### src/rtl/sio_mem_engine.sv
// sio_mem_engine: serial packet engine between a byte/flag UART and an SRAM client port.
// Build option: define SIO_MEM_CHECKSUM_EN to append a mod-256 data checksum to read replies.
`timescale 1ns/1ps
module sio_mem_engine #(
  parameter int ADDR_BYTES = 3,
  parameter int WR_WAIT    = 1,
  localparam int ADDR_W    = 8*ADDR_BYTES-4
) (
  input  logic              mclk,
  input  logic              reset,
  input  logic              tx_ready,
  output logic [7:0]        tx_data,
  output logic              tx_data_strobe,
  output logic              tx_flag,
  input  logic [7:0]        rx_data,
  input  logic              rx_data_strobe,
  input  logic              rx_flag,
  output logic              mem_begin_wr,
  output logic              mem_begin_rd,
  input  logic              mem_finish,
  output logic [ADDR_W-1:0] mem_addr,
  output logic [7:0]        mem_data_wr,
  input  logic [7:0]        mem_data_rd,
  output logic              overrun
);

  typedef enum logic [2:0] {RX_ERROR, RX_CMD, RX_ADDR, RX_CNT_HI, RX_CNT_LO, RX_DATA} rx_state_t;
`ifdef SIO_MEM_CHECKSUM_EN
  typedef enum logic [2:0] {TX_IDLE, TX_FLAG, TX_CMD, TX_ADDR, TX_DATA, TX_SUM} tx_state_t;
`else
  typedef enum logic [2:0] {TX_IDLE, TX_FLAG, TX_CMD, TX_ADDR, TX_DATA} tx_state_t;
`endif
  typedef enum logic [1:0] {MEM_IDLE, MEM_READ, MEM_WRITE} mem_state_t;

  localparam logic [3:0] CMD_WRITE  = 4'd1;
  localparam logic [3:0] CMD_READ_N = 4'd5;

  // ---------------- RX: header parse ----------------
  rx_state_t         rx_state_q, rx_state_d;
  logic [3:0]        rx_cmd_q, rx_cmd_d;
  logic [1:0]        rx_cnt_q, rx_cnt_d;
  logic [ADDR_W-1:0] hdr_addr_q, hdr_addr_d;
  logic [7:0]        cnt_hi_q, cnt_hi_d;
  logic              hdr_stb;
  logic [16:0]       hdr_len;
  logic              wr_byte;

  always_comb begin
    rx_state_d = rx_state_q;
    rx_cmd_d   = rx_cmd_q;
    rx_cnt_d   = rx_cnt_q;
    hdr_addr_d = hdr_addr_q;
    cnt_hi_d   = cnt_hi_q;
    hdr_stb    = 1'b0;
    wr_byte    = 1'b0;
    if (rx_flag) begin
      rx_state_d = RX_CMD;
    end else if (rx_data_strobe) begin
      case (rx_state_q)
        RX_CMD: begin
          rx_cmd_d   = rx_data[7:4];
          hdr_addr_d = ADDR_W'(rx_data[3:0]);
          rx_cnt_d   = 2'(ADDR_BYTES-1);
          rx_state_d = RX_ADDR;
        end
        RX_ADDR: begin
          // Address builds MSB first by shifting each byte in at the bottom.
          hdr_addr_d = {hdr_addr_q[ADDR_W-9:0], rx_data};
          rx_cnt_d   = rx_cnt_q - 2'd1;
          if (rx_cnt_q == 2'd1) begin
            if (rx_cmd_q == CMD_READ_N) begin
              rx_state_d = RX_CNT_HI;
            end else begin
              hdr_stb    = 1'b1;
              rx_state_d = RX_DATA;
            end
          end
        end
        RX_CNT_HI: begin
          cnt_hi_d   = rx_data;
          rx_state_d = RX_CNT_LO;
        end
        RX_CNT_LO: begin
          hdr_stb    = 1'b1;
          rx_state_d = RX_DATA;
        end
        RX_DATA: wr_byte = (rx_cmd_q == CMD_WRITE);
        default: ;
      endcase
    end
    case (rx_cmd_q)
      4'd2:    hdr_len = 17'd16;
      4'd3:    hdr_len = 17'd1024;
      4'd4:    hdr_len = 17'd65536;
      4'd5:    hdr_len = {1'b0, cnt_hi_q, rx_data} + 17'd1;
      default: hdr_len = '0;
    endcase
  end

  // ---------------- TX: reply sequencer ----------------
  // tx_flag / tx_data_strobe are one-cycle pulses; a new pulse is issued only when tx_ready
  // is high and no pulse was issued in the previous cycle.
  tx_state_t         tx_state_q, tx_state_d;
  logic [3:0]        tx_cmd_q, tx_cmd_d;
  logic [ADDR_W-1:0] tx_sr_q, tx_sr_d;
  logic [1:0]        tx_cnt_q, tx_cnt_d;
  logic [16:0]       tx_len_q, tx_len_d;
  logic [7:0]        tx_data_q, tx_data_d;
  logic              tx_data_strobe_q, tx_data_strobe_d;
  logic              tx_flag_q, tx_flag_d;
`ifdef SIO_MEM_CHECKSUM_EN
  logic [7:0]        tx_sum_q, tx_sum_d;
`endif
  logic              tx_go;
  logic              pf_take;
  logic              pf_valid_q, pf_valid_d;
  logic [7:0]        pf_data_q, pf_data_d;

  always_comb begin
    tx_state_d       = tx_state_q;
    tx_cmd_d         = tx_cmd_q;
    tx_sr_d          = tx_sr_q;
    tx_cnt_d         = tx_cnt_q;
    tx_len_d         = tx_len_q;
    tx_data_d        = tx_data_q;
    tx_data_strobe_d = 1'b0;
    tx_flag_d        = 1'b0;
`ifdef SIO_MEM_CHECKSUM_EN
    tx_sum_d         = tx_sum_q;
`endif
    pf_take          = 1'b0;
    tx_go            = tx_ready && !tx_data_strobe_q && !tx_flag_q;
    if (hdr_stb) begin
      tx_state_d = TX_FLAG;
      tx_cmd_d   = rx_cmd_q;
      tx_sr_d    = hdr_addr_d;
      tx_cnt_d   = 2'(ADDR_BYTES-1);
      tx_len_d   = hdr_len;
`ifdef SIO_MEM_CHECKSUM_EN
      tx_sum_d   = '0;
`endif
    end else if (tx_go) begin
      case (tx_state_q)
        TX_FLAG: begin
          tx_flag_d  = 1'b1;
          tx_state_d = TX_CMD;
        end
        TX_CMD: begin
          tx_data_d        = {tx_cmd_q, tx_sr_q[ADDR_W-1 -: 4]};
          tx_data_strobe_d = 1'b1;
          tx_sr_d          = tx_sr_q << 4;
          tx_state_d       = TX_ADDR;
        end
        TX_ADDR: begin
          tx_data_d        = tx_sr_q[ADDR_W-1 -: 8];
          tx_data_strobe_d = 1'b1;
          tx_sr_d          = tx_sr_q << 8;
          tx_cnt_d         = tx_cnt_q - 2'd1;
          if (tx_cnt_q == 2'd1) tx_state_d = (tx_len_q == '0) ? TX_IDLE : TX_DATA;
        end
        TX_DATA: begin
          if (pf_valid_q) begin
            tx_data_d        = pf_data_q;
            tx_data_strobe_d = 1'b1;
            pf_take          = 1'b1;
            tx_len_d         = tx_len_q - 17'd1;
`ifdef SIO_MEM_CHECKSUM_EN
            tx_sum_d         = tx_sum_q + pf_data_q;
            if (tx_len_q == 17'd1) tx_state_d = TX_SUM;
`else
            if (tx_len_q == 17'd1) tx_state_d = TX_IDLE;
`endif
          end
        end
`ifdef SIO_MEM_CHECKSUM_EN
        TX_SUM: begin
          tx_data_d        = tx_sum_q;
          tx_data_strobe_d = 1'b1;
          tx_state_d       = TX_IDLE;
        end
`endif
        default: ;
      endcase
    end
  end

  // ---------------- MEM: prefetch reads and held writes ----------------
  mem_state_t        mem_state_q, mem_state_d;
  logic [3:0]        wait_q, wait_d;
  logic [ADDR_W-1:0] mem_addr_q, mem_addr_d;
  logic [ADDR_W-1:0] rd_addr_q, rd_addr_d;
  logic [ADDR_W-1:0] wr_addr_q, wr_addr_d;
  logic [ADDR_W-1:0] hold_addr_q, hold_addr_d;
  logic [7:0]        hold_data_q, hold_data_d;
  logic              hold_valid_q, hold_valid_d;
  logic [7:0]        mem_data_wr_q, mem_data_wr_d;
  logic              mem_begin_wr_q, mem_begin_wr_d;
  logic              mem_begin_rd_q, mem_begin_rd_d;
  logic [16:0]       rd_left_q, rd_left_d;
  logic              epoch_q, epoch_d;
  logic              rd_epoch_q, rd_epoch_d;
  logic              overrun_q, overrun_d;
  logic              hold_drain;

  always_comb begin
    mem_state_d    = mem_state_q;
    wait_d         = wait_q;
    mem_addr_d     = mem_addr_q;
    rd_addr_d      = rd_addr_q;
    wr_addr_d      = wr_addr_q;
    hold_addr_d    = hold_addr_q;
    hold_data_d    = hold_data_q;
    hold_valid_d   = hold_valid_q;
    mem_data_wr_d  = mem_data_wr_q;
    mem_begin_wr_d = 1'b0;
    mem_begin_rd_d = 1'b0;
    rd_left_d      = rd_left_q;
    epoch_d        = epoch_q;
    rd_epoch_d     = rd_epoch_q;
    overrun_d      = overrun_q;
    pf_valid_d     = pf_valid_q;
    pf_data_d      = pf_data_q;
    hold_drain     = 1'b0;
    case (mem_state_q)
      MEM_IDLE: begin
        if (hold_valid_q) begin
          mem_begin_wr_d = 1'b1;
          mem_addr_d     = hold_addr_q;
          mem_data_wr_d  = hold_data_q;
          hold_drain     = 1'b1;
          wait_d         = 4'(WR_WAIT);
          mem_state_d    = MEM_WRITE;
        end else if (!pf_valid_q && rd_left_q != '0 && tx_state_q == TX_DATA) begin
          mem_begin_rd_d = 1'b1;
          mem_addr_d     = rd_addr_q;
          rd_addr_d      = rd_addr_q + ADDR_W'(1);
          rd_left_d      = rd_left_q - 17'd1;
          rd_epoch_d     = epoch_q;
          mem_state_d    = MEM_READ;
        end
      end
      MEM_WRITE: begin
        wait_d = wait_q - 4'd1;
        if (wait_q == 4'd1) mem_state_d = MEM_IDLE;
      end
      MEM_READ: begin
        if (mem_finish) begin
          mem_state_d = MEM_IDLE;
          // Data for a read issued before the latest header belongs to an abandoned reply.
          if (rd_epoch_q == epoch_q) begin
            pf_valid_d = 1'b1;
            pf_data_d  = mem_data_rd;
          end
        end
      end
      default: mem_state_d = MEM_IDLE;
    endcase
    if (pf_take) pf_valid_d = 1'b0;
    if (hold_drain) hold_valid_d = 1'b0;
    // A hold register being drained this cycle can take the next byte.
    if (wr_byte) begin
      if (hold_valid_q && !hold_drain) begin
        overrun_d = 1'b1;
      end else begin
        hold_valid_d = 1'b1;
        hold_addr_d  = wr_addr_q;
        hold_data_d  = rx_data;
      end
      wr_addr_d = wr_addr_q + ADDR_W'(1);
    end
    if (hdr_stb) begin
      epoch_d    = !epoch_q;
      pf_valid_d = 1'b0;
      rd_addr_d  = hdr_addr_d;
      wr_addr_d  = hdr_addr_d;
      rd_left_d  = hdr_len;
    end
  end

  always_ff @(posedge mclk or posedge reset) begin
    if (reset) begin
      rx_state_q       <= RX_ERROR;
      rx_cmd_q         <= '0;
      rx_cnt_q         <= '0;
      hdr_addr_q       <= '0;
      cnt_hi_q         <= '0;
      tx_state_q       <= TX_IDLE;
      tx_cmd_q         <= '0;
      tx_sr_q          <= '0;
      tx_cnt_q         <= '0;
      tx_len_q         <= '0;
      tx_data_q        <= '0;
      tx_data_strobe_q <= 1'b0;
      tx_flag_q        <= 1'b0;
`ifdef SIO_MEM_CHECKSUM_EN
      tx_sum_q         <= '0;
`endif
      mem_state_q      <= MEM_IDLE;
      wait_q           <= '0;
      mem_addr_q       <= '0;
      rd_addr_q        <= '0;
      wr_addr_q        <= '0;
      hold_addr_q      <= '0;
      hold_data_q      <= '0;
      hold_valid_q     <= 1'b0;
      mem_data_wr_q    <= '0;
      mem_begin_wr_q   <= 1'b0;
      mem_begin_rd_q   <= 1'b0;
      rd_left_q        <= '0;
      epoch_q          <= 1'b0;
      rd_epoch_q       <= 1'b0;
      overrun_q        <= 1'b0;
      pf_valid_q       <= 1'b0;
      pf_data_q        <= '0;
    end else begin
      rx_state_q       <= rx_state_d;
      rx_cmd_q         <= rx_cmd_d;
      rx_cnt_q         <= rx_cnt_d;
      hdr_addr_q       <= hdr_addr_d;
      cnt_hi_q         <= cnt_hi_d;
      tx_state_q       <= tx_state_d;
      tx_cmd_q         <= tx_cmd_d;
      tx_sr_q          <= tx_sr_d;
      tx_cnt_q         <= tx_cnt_d;
      tx_len_q         <= tx_len_d;
      tx_data_q        <= tx_data_d;
      tx_data_strobe_q <= tx_data_strobe_d;
      tx_flag_q        <= tx_flag_d;
`ifdef SIO_MEM_CHECKSUM_EN
      tx_sum_q         <= tx_sum_d;
`endif
      mem_state_q      <= mem_state_d;
      wait_q           <= wait_d;
      mem_addr_q       <= mem_addr_d;
      rd_addr_q        <= rd_addr_d;
      wr_addr_q        <= wr_addr_d;
      hold_addr_q      <= hold_addr_d;
      hold_data_q      <= hold_data_d;
      hold_valid_q     <= hold_valid_d;
      mem_data_wr_q    <= mem_data_wr_d;
      mem_begin_wr_q   <= mem_begin_wr_d;
      mem_begin_rd_q   <= mem_begin_rd_d;
      rd_left_q        <= rd_left_d;
      epoch_q          <= epoch_d;
      rd_epoch_q       <= rd_epoch_d;
      overrun_q        <= overrun_d;
      pf_valid_q       <= pf_valid_d;
      pf_data_q        <= pf_data_d;
    end
  end

  assign tx_data        = tx_data_q;
  assign tx_data_strobe = tx_data_strobe_q;
  assign tx_flag        = tx_flag_q;
  assign mem_begin_wr   = mem_begin_wr_q;
  assign mem_begin_rd   = mem_begin_rd_q;
  assign mem_addr       = mem_addr_q;
  assign mem_data_wr    = mem_data_wr_q;
  assign overrun        = overrun_q;

endmodule

### config.mk
export PLATFORM = sky130hd
export DESIGN_NAME = sio_mem_engine
export DESIGN_NICKNAME = d
export VERILOG_FILES = /design/src/rtl/sio_mem_engine.sv
export SDC_FILE = /design/constraint.sdc
export NUM_CORES = 1
export LEC_CHECK = 0
export CAP_MARGIN = 10
export CORE_UTILIZATION = 50
export DETAILED_ROUTE_END_ITERATION = 16
export HOLD_SLACK_MARGIN = 0.15
export PLACE_DENSITY = 0.78
export SYNTH_ARGS = -nofsm -noshare
export SYNTH_HDL_FRONTEND = slang
export SYNTH_SLANG_ARGS = --single-unit
### constraint.sdc
create_clock -name mclk -period 9.63 [get_ports mclk]
set_clock_uncertainty 0.2 [all_clocks]
set_input_delay 1.926 -clock mclk [delete_from_list [all_inputs] [get_ports mclk]]
set_output_delay 1.926 -clock mclk [all_outputs]
set_load 0.02 [all_outputs]
Yosys cells after proc, flatten, opt, wreduce, memory -nomap -nowiden. Index checks and enable logic that the tools add are counted.

Bits in registers: 227. Input port bits: 22. Output and inout port bits: 41. Logic and storage cells: 203.

Add/subtract/negate cells: 8. Eq/ne operators: 31. Mux-type cells: 79. Bitwise logic cells: 4. Reduce and logical (&&, ||, !) cells: 51.

Operators by type and width (number): $mux W20 (12); $mux W17 (8); $pmux W20 S2 (2); $pmux W17 S4 (1); $add A20 B1 Y20 const B (2); $sub A17 B1 Y17 const B (2); $mux W3 (10); $reduce_and A3 Y1 (10); $mux W1 (29); $pmux W3 S4 (2); $pmux W8 S3 (1); $reduce_bool A2 Y1 (11); $add A16 B1 Y17 const B (1); $eq A17 B1 Y1 const B (1); $logic_not A17 Y1 (1); $reduce_bool A17 Y1 (1); $ne A3 B3 Y1 const B (5); $reduce_bool A3 Y1 (5); $mux W2 (7); $reduce_and A2 Y1 (7); $eq A3 B2 Y1 const B (4); $ne A2 B2 Y1 const B (5); $reduce_bool A5 Y1 (2); $eq A3 B3 Y1 const B (3); other kinds (22) (41).

Depth between registers and ports, before layout.
Word-level depth: 9. Gate-level depth with buffers: 10. Gate-level depth less buffers: 8.

Worst setup path after synthesis. OpenSTA, ideal clock, no wires.

Kind: input-to-reg. Start point: in rx_data[3]. End point: reg tx_len_q[14]. Arrival: 3.566 ns. Required time: 9.304 ns. Slack: 5.738 ns. Cell stages on the path: 7. Cell sequence: clkbuf_2 -> nand4_2 -> or4_1 -> o21a_1 -> o21ai_2 -> a21oi_1 -> o2bb2a_1.

Word-level cells in the longest chain between the ends: 3.

RTL lines: start: declaration (RTL line 15) `input logic [7:0] rx_data,`; $add A16 B1 Y17 (RTL line 95) `4'd5: hdr_len = {1'b0, cnt_hi_q, rx_data} + 17'd1;`; $pmux W17 S4 (RTL line 91) `case (rx_cmd_q)`; $mux W17 (RTL line 133) `if (hdr_stb) begin`; end signal: assignment (RTL line 325) `tx_len_q <= tx_len_d;`; end: declaration (RTL line 107) `logic [16:0] tx_len_q, tx_len_d;`.

No other way between the ends. A chain may end at the register's enable or synchronous reset.

Worst setup path in the final report.
Start point: in rx_flag. End point: reg wr_addr_q[8].

Word-level cells in the longest chain between the ends: 2. Elaborated cells on any way between the ends: 5. Classes of those cells: mux (4); reduce/logical (1).

RTL lines: start: declaration (RTL line 17) `input logic rx_flag,`; $mux W20 or $mux W1 (tied branches) (RTL line 56) `if (rx_flag) begin`; $mux W20 or $reduce_bool A2 Y1 (tied branches); end signal: assignment (RTL line 336) `wr_addr_q <= wr_addr_d;`; end: declaration (RTL line 192) `logic [ADDR_W-1:0] wr_addr_q, wr_addr_d;`.

Several ways; a longest one is shown, not always the timed one.

==> results.sh <==
export IMPL_cp_end_kind="flip-flop"
export IMPL_crit_chain="clkdlybuf4s50_1 -> nand2b_1 -> nor2_1 -> nand2_2 -> buf_4 -> nand2b_1 -> nand3_1 -> a31oi_1"
export IMPL_fin_cells=1461
export IMPL_worst_slew_pin_slew_ns=1.166
export IMPL_cp_max_fo=79
export IMPL_syn_avg_cell_area_um2=9.959
export IMPL_final_area_um2=12840
export IMPL_arrival_ns=4.62
export IMPL_num_vias=9057
export IMPL_cts_htree_levels=1
export IMPL_io_buffers=62
export IMPL_ant_nets=0
export IMPL_ys_types=70
export IMPL_hold_class="reg -> reg"
export IMPL_ys_top_cells_by_area="dfrtp_1, mux2_2, a21oi_1"
export IMPL_antennaDiodeCount=0
export IMPL_grt_pass1_wl_um=44070
export IMPL_syn_nets=1156
export IMPL_grt_antenna_before_repair=1
export IMPL_hold_buffers=0
export IMPL_cts_sink_count=227
export IMPL_synth_top_cell_by_area="dfrtp_1"
export IMPL_path_class="in -> reg"
export IMPL_slew_headroom_pct=21.66
export IMPL_hold_viol=0
export IMPL_cp_slowest_cell="buf_4"
export IMPL_drc=0
export IMPL_grtUsageTotal_pct=24.58
export IMPL_power_mw=3.282
export IMPL_path_delay_family="simple AND/OR/NAND/NOR gates"
export IMPL_postLayoutSetupSlackWorst_ns=5.170
export IMPL_drt_iter0_drc=969
export IMPL_cp_common_cell="nand2b_1"
export IMPL_nFillCells=1829
export IMPL_synth_seq_cells=227
export IMPL_fin_nets=1199
export IMPL_wl_per_cell_um=18.87
export IMPL_die_width_um=151.5
export IMPL_synth_edf_count=0
export IMPL_coreArea_um2=21890
export IMPL_synth_top_cell_area_share_pct=50.83
export IMPL_cts_tree="yes"
export IMPL_r2r_start="tx_state_q[1]"
export IMPL_grt_max_degree=147
export IMPL_critPathMaxStageDelay_ns=0.69
export IMPL_ys_top_cells_by_count="dfrtp_1, nand2_1, a21oi_1, nor2_1, mux2_2"
export IMPL_status="completed"
export IMPL_drive_gt1_share_pct=11.69
export IMPL_critPathRequiredTime_ns=9.79
export IMPL_routed_via_density=6.199
export IMPL_report_final_slew_viol_count=0
export IMPL_die_y_um=151.5
export IMPL_yosysMostFrequentCell="dfrtp_1"
export IMPL_grt_pass1_vias=8297
export IMPL_dp_cells=1417
export IMPL_post_place_ws_ns=4.721
export IMPL_initial_core_util_pct=51.05
export IMPL_yosysWarnings=0
export IMPL_rrSetupSlack_ns=6.06
export IMPL_rsz0062_at_grt="false"
export IMPL_synthesis_area_um2=11170
export IMPL_gr_total_overflow=0
export IMPL_setup_viol=0
export IMPL_cts_made_buffers=25
export IMPL_dr_pass1_iters=5
export IMPL_place_hpwl_um=18770
export IMPL_power_density_nw_per_um2=255.6
export IMPL_finalCritPeriodShare_pct=46.31
export IMPL_ys_seq_area_share_pct=50.83
export IMPL_syn2layout_area_growth_pct=14.91
export IMPL_cap_violations=0
export IMPL_cts_setup_buffers=0
export IMPL_period_needed_ns=4.460
export IMPL_vdd_drop_max_mv=0.1270
export IMPL_cts_resized=0
export IMPL_ctsRootBufferMaster="clkbuf_16"
export IMPL_die_area_um2=22950
export IMPL_clk_latency_ns=0.52
export IMPL_worstHoldStart="mem_addr[6]"
export IMPL_worstSetupStartpoint="rx_flag"
export IMPL_max_clock_freq_mhz=224.2
export IMPL_cp_num_buf_inv=2
export IMPL_ios=63
export IMPL_cts_max_path_buffers=3
export IMPL_synthCells=1122
export IMPL_ys_async_sr_fraction_pct=100.0
export IMPL_tns_ns=0
export IMPL_totalWireLength_um=27570
export IMPL_dpl_cell_area_um2=12010
export IMPL_start_kind="input port"
export IMPL_synth_flop_cell="dfrtp_1"
export IMPL_cts_clk_slew_worst_paths_ns=0.06
export IMPL_std_cell_rows=54
export IMPL_total_leakage_power_nw=5.494
export IMPL_place_gp_congestion=0.8773
report_power, final:
group | internal, mW | leakage [nW] | switching, mW
Sequential | 1.19 | 2.94 | 0.244
Clock | 0.587 | 0.403 | 0.378
Combinational | 0.393 | 2.15 | 0.487
logic make-up (layout without fill, tap and decap cells):
| group | count (synthesis) | in the layout | synth area share [%] |
|---|---|---|---|
| AOI/OAI and AO/OA | 289 | 289 | 16.53 |
| xor gates and xnor gates | 35 | 35 | 2.743 |
| adders and majority gates | 12 | 12 | 1.344 |
| buffers and inverters | 78 | 137 | 2.777 |
| DFF | 227 | 227 | 50.83 |
| muxes | 85 | 85 | 8.308 |
| and+or+nand+nor | 396 | 396 | 17.47 |
stage by stage:
stage	hold WS [ns]	utilization [%]
6_report	0.2756	58.66
5_1_grt	0.2945	58.66
4_1_cts	0.2841	58.61
3_5_place_dp	0.2707	54.84
3_3_place_gp	0.2594	54.84
2_1_floorplan	0.2386	-
per-layer routing:
metal / vias to the layer above / track usage, % / part of all wire [%]
li1: 4126 / - / -
met1: 4479 / 36.16 / 45
met2: 401 / 37.31 / 45
met3: 51 / 4.401 / 7.3
met4: 0 / 6.634 / 2.3
met5: - / 0 / 0
final timing paths:
check	depth (start not counted)	to
worst max register to register	7	rd_left_q[7]
worst max-delay path	8	wr_addr_q[8]
worst min register to register	2	mem_addr[6]
max in group asynchronous	3	hold_addr_q[8]
min in group asynchronous	2	mem_begin_rd
worst min-delay path	2	mem_addr[6]
layout by cell type (no fill, tap or decap), drive strengths merged, types with 5 or more instances in the layout:
master	n
nor4	11
nor3b	5
a21boi	12
clkdlybuf4s50	62
nand2	132
or4	7
and3	13
o21a	13
mux2	62
o22a	10
nor3	31
a311oi	5
mux2i	23
dfrtp	227
or3	15
clkbuf	35
and2	6
a21oi	101
nand2b	18
inv	23
xor2	24
a22o	17
o21ai	58
a31oi	33
xnor2	11
nor2b	8
nand3	40
nor2	81
a22oi	10
ha	12
buf	10
nand4	12
tightest hold or removal path: cells and delay by family (launching register included):
kind	cells	cell delay, ns
flip-flops	1	0.34
AND/OR/NAND/NOR	1	0.04
AO/OA/AOI/OAI	1	0.06
area by class of cell:
cell class	instances	area, um2	share of cell area [%]
Timing Repair Buffer	72	699.4	5.447
Clock buffer	35	703.2	5.476
Sequential cell	227	5680	44.24
Multi-Input combinational cell	817	5196	40.47
Inverter	22	90.09	0.7015
Tap cell	280	350.3	2.728
Clock inverter	8	121.4	0.9451
sequential cells by signal (all words and copies together), names as in the netlist, 17 cells and up:
| signal | count |
|---|---|
| hdr_addr_q | 20 |
| wr_addr_q | 20 |
| tx_len_q | 17 |
| rd_left_q | 17 |
| tx_sr_q | 20 |
| mem_addr | 20 |
| hold_addr_q | 20 |
| rd_addr_q | 20 |
(Power assumes the default switching activity.)
==> patch 1: new RTL, same flow settings <==
Make the reset (`reset`) synchronous in one clocked block.
--- a/src/rtl/sio_mem_engine.sv
+++ b/src/rtl/sio_mem_engine.sv
@@ -277,7 +277,7 @@
     end
   end
 
-  always_ff @(posedge mclk or posedge reset) begin
+  always_ff @(posedge mclk) begin
     if (reset) begin
       rx_state_q       <= RX_ERROR;
       rx_cmd_q         <= '0;
Function: same outputs for any inputs over 4 cycles, from zero or initial values and one cycle with reset high; that may be too few to reach the edited logic, so the function may still have changed.
==> patch 1 against the unedited design <==
Worst setup slack got worse by 0.0065 ns; via count rose by 11%; first-iteration DRC count grew 14%; routed wire length grew 8.4%; die area decreased by 3.1%; critical path depth shrank 1; fmax decreased by 0.15%; global-route usage grew 2.2 points; design area down 4.0%; register-to-register slack improved by 0.13 ns; utilization decreased by 0.39 points; synthesized area shrank 3.1%; critical endpoint is now rd_left_q[13]; sequential cell count is the same.
Power is not compared: it rests on default switching activity, and its combinational part moved more than twofold at a synthesized area within 25%.
==> patch 1: results <==
metrics = {
    "worst_setup_path": {
        "path_delay_family": "buffers and inverters",
        "reg2reg_depth": 7,
        "slowest_stage": "clkdlybuf4s50_1",
        "max_stage_delay_ns": 0.70,
        "cp-startpoint": "rx_flag",
        "crit_path_end": "rd_left_q[13]",
        "regToRegSetupSlack_ns": 6.19,
        "reg2reg_from": "rx_cmd_q[0]",
        "cp_max_fo": 72,
        "crit_arrival_ns": 4.69,
    },
    "grt": {
        "grt_max_degree": 98,
        "grt_pass1_wl_um": 48100,
        "gr-usage-all-layers_pct": 26.8,
        "antenna_found_initial": 0,
        "grt_pass1_vias": 9296,
    },
    "pwr": {
        "leakage_nw": 4.15,
        "switching_share_pct": 22.1,
        "vdd.ir_drop.worst_uv": 138,
    },
    "placed_design": {
        "io_buffers": 62,
        "hpwl_um": 20100,
        "finalWeightedCongestion": 0.911,
    },
    "clock_tree": {
        "insertion_delay_ns": 0.54,
        "h-tree-depth": 1,
        "numCtsBuffers": 25,
        "root_buffer": "clkbuf_16",
        "path_clk_slew_ns": 0.06,
        "ctsResizeCount": 0,
        "cts_buffer_depth": 3,
        "post-cts-setup-buffers": 0,
    },
    "hold_path": {
        "hold_class": "flop to flop",
    },
    "route": {
        "drt-pass1-iter-count": 6,
        "routed_wl_um": 29900,
        "vias": 10100,
        "drtIter0Drc": 1102,
    },
    "synthesis": {
        "ys_types": 82,
        "seq_area_frac_synth_pct": 42.0,
        "netlist_top_cells_area": "dfxtp_1 (42%), nor2_1 (6.9%), nand2_1 (6.2%)",
        "ys.flop_type": "dfxtp_1",
        "yosysWarningCount": 0,
        "synthTopCellsByCount": "dfxtp_1 (227), nor2_1 (199), nand2_1 (180)",
        "async_flop_share_pct": 0,
        "synth_nets": 1375,
    },
    "outcome": {
        "status": "complete, no violations",
    },
    "timing": {
        "worst_slew_pin_slew_ns": 1.26,
    },
    "finish": {
        "antenna_cells": 0,
        "nets": 1386,
        "drive_above_1_share_pct": 7.44,
    },
}
==> patch 1: cell types whose count changed in the layout (fill, tap and decap cells not counted), sizes merged, moves of 22 or more <==
cell and change:
mux2 -60, nand2 +49, dfrtp -227, o21ai -30, nor3 +22, o22ai +23, a211oi +27, a21oi +30
nor2 +122, dfxtp +227
==> patch 1: cells by family after synthesis <==
| kind of cell | Yosys count | synth area share (%) |
|---|---|---|
| AO/OA/AOI/OAI | 335 | 20.1 |
| XOR/XNOR | 43 | 3.48 |
| multiplexers | 26 | 2.43 |
| AND/OR/NAND/NOR | 588 | 25.9 |
| buffers and inverters | 110 | 4.72 |
| flip-flops | 227 | 42.0 |
| adder cells (fa/ha/maj) | 12 | 1.39 |
==> patch 1: how the worst min path moves through the flow <==
| stage | start | end | slack, ns | cells past startpoint |
|---|---|---|---|---|
| floorplan | hold_addr_q[12] | hold_addr_q[12] | 0.23 | 2 |
| global placement | hold_addr_q[17] | hold_addr_q[17] | 0.24 | 2 |
| detailed placement | hold_data_q[7] | hold_data_q[7] | 0.24 | 2 |
| CTS | hold_data_q[7] | hold_data_q[7] | 0.25 | 2 |
| global route | hold_addr_q[9] | hold_addr_q[9] | 0.27 | 2 |
| finish | hold_data_q[1] | hold_data_q[1] | 0.25 | 2 |
==> patch 1: layout make-up <==
cell class / count / area [µm²]
clock buffer: 32 / 702
tap: 275 / 344
inverter: 22 / 82.6
timing repair buffer: 72 / 697
clock inverter: 14 / 171
multi-input combinational: 1004 / 5790
sequential: 227 / 4540
fill: 1912 / 8830
==> patch 1: power by group through the flow <==
stage | clock (mW) | sequential, mW | combinational, mW
2_1_floorplan | 0 | 0.963 | 0.0356
4_1_cts | 1.01 | 0.944 | 0.0547
6_report | 1.00 | 0.944 | 0.0561
3_3_place_gp | 0 | 0.964 | 0.0540
5_1_grt | 1.05 | 0.943 | 0.0595
3_5_place_dp | 0 | 0.964 | 0.0544
==> patch 1: per-stage QoR <==
stage | cells | hold WS, ns | area [µm²] | total power [mW] | setup slack [ns]
finish | 1646 | 0.251 | 12300 | 2.00 | 5.16
global route | 1646 | 0.275 | 12300 | 2.06 | 5.03
CTS | 1646 | 0.252 | 12300 | 2.01 | 5.25
detailed placement | 1600 | 0.243 | 11500 | 1.02 | 4.71
global placement | 1600 | 0.239 | 11500 | 1.02 | 4.74
floorplan | 1341 | 0.232 | 10800 | 0.999 | 5.99
==> patch 1: metal layers <==
metal | wire [µm] | global-route usage, % | vias to the layer above
met5 | 0 | 0 | -
met4 | 828 | 9.34 | 0
met3 | 2380 | 4.04 | 65
met2 | 13400 | 42.1 | 453
met1 | 13300 | 37.3 | 4762
li1 | - | - | 4801
==> patch 1: worst min-delay path: stages (launching register included) <==
cell and delay, ns:
dfxtp_1 0.31, nand2_1 0.05, a21oi_1 0.05
==> patch 2: new RTL, same settings <==
Made on the original files. Set the parameter `ADDR_BYTES` to 5 (it was 3).
--- a/src/rtl/sio_mem_engine.sv
+++ b/src/rtl/sio_mem_engine.sv
@@ -2,7 +2,7 @@
 // Build option: define SIO_MEM_CHECKSUM_EN to append a mod-256 data checksum to read replies.
 `timescale 1ns/1ps
 module sio_mem_engine #(
-  parameter int ADDR_BYTES = 3,
+  parameter int ADDR_BYTES = 5,
   parameter int WR_WAIT    = 1,
   localparam int ADDR_W    = 8*ADDR_BYTES-4
 ) (
Ports: changed (resized mem_addr); port bits go from 63 to 79. No check against the original RTL was run, so the function may have changed too.
==> patch 2 against the unedited design <==
Die area increased by 39%; routed wire length increased by 43%; synthesized cell count increased by 42%; via count increased by 38%; worst setup slack got worse by 0.94 ns; design area increased by 40%; global-route usage increased by 0.51 points; critical endpoint is now tx_len_q[2]; synthesized area increased by 40%; non-clock buffer count increased by 24; critical path depth unchanged; sequential power increased by 49%; largest power group unchanged; power increased by 55%; sequential cell count increased by 96; count of clock-buffer cells in the layout increased by 19.
==> patch 2: results <==
metrics = {
    "outcome": {
        "status": "complete, no violations",
    },
    "grt": {
        "use_met3_pct": 3.88,
        "grt_pass1_wl_um": 63500,
        "grt_max_degree": 81,
    },
    "worst_setup_path": {
        "crit_arrival_ns": 5.62,
    },
    "finish": {
        "buf_share_pct": 5.11,
        "seq_area_mm2": 0.00808,
        "multi_input_area_share_pct": 39.5,
        "clkbuf_count": 54,
        "nFillCells": 2487,
        "drive_above_1_share_pct": 10.6,
        "inv_count": 32,
        "nets": 1674,
    },
    "timing": {
        "slew-limit-headroom_pct": 33.5,
    },
    "route": {
        "drtIter0Drc": 1239,
        "m1WireLength_um": 16600,
        "routed_wl_um": 39300,
    },
    "synthesis": {
        "syn-instance-count": 1597,
        "synth_xor_xnor_area_share_pct": 4.32,
        "netlist_top_cells_area": "dfrtp_1 (52%), mux2_2 (5.1%), nand2_1 (5.1%)",
        "synth_seq_cells": 323,
        "synthTopCellsByCount": "dfrtp_1 (323), nand2_1 (212), nor2_1 (167)",
        "synthAdderAreaFrac_pct": 0.961,
        "synthMuxAreaShare_pct": 7.49,
    },
    "placed_design": {
        "pre_cts_slack_ns": 3.70,
        "hpwl_um": 26500,
        "finalWeightedCongestion": 0.878,
    },
    "floorplanning": {
        "dieArea_mm2": 0.0320,
    },
    "clock_tree": {
        "numCtsBuffers": 36,
        "h-tree-depth": 2,
    },
    "pwr": {
        "leakage_nw": 7.69,
    },
}
## patch 2: cell types whose count changed after synthesis, sizes merged, moves of 14 or more
cell,change
mux2i,+14
o21ai,-30
xnor2,+42
nand2,+81
nor2,+86
nand3,+39
a21oi,+39
dfrtp,+96
o211ai,+26
a22o,+18
clkbuf,+24
nor4,+20
## patch 2: final timing paths
path	from	end	slack [ns]	depth (start not counted)
worst max-delay path	rx_flag	tx_len_q[2]	4.23	8
max in group asynchronous	reset	hold_addr_q[10]	6.02	3
min in group asynchronous	reset	tx_sr_q[11]	1.73	2
worst min register to register	hold_addr_q[24]	hold_addr_q[24]	0.29	2
worst max register to register	rx_cmd_q[3]	tx_len_q[2]	5.61	7
worst min-delay path	hold_addr_q[24]	hold_addr_q[24]	0.29	2
## patch 2: report_power, final
group	internal (mW)	switching, mW	leakage (nW)
registers	1.74	0.403	4.10
clock network	0.860	0.546	0.599
logic	0.679	0.860	3.00
total	3.28	1.81	7.69
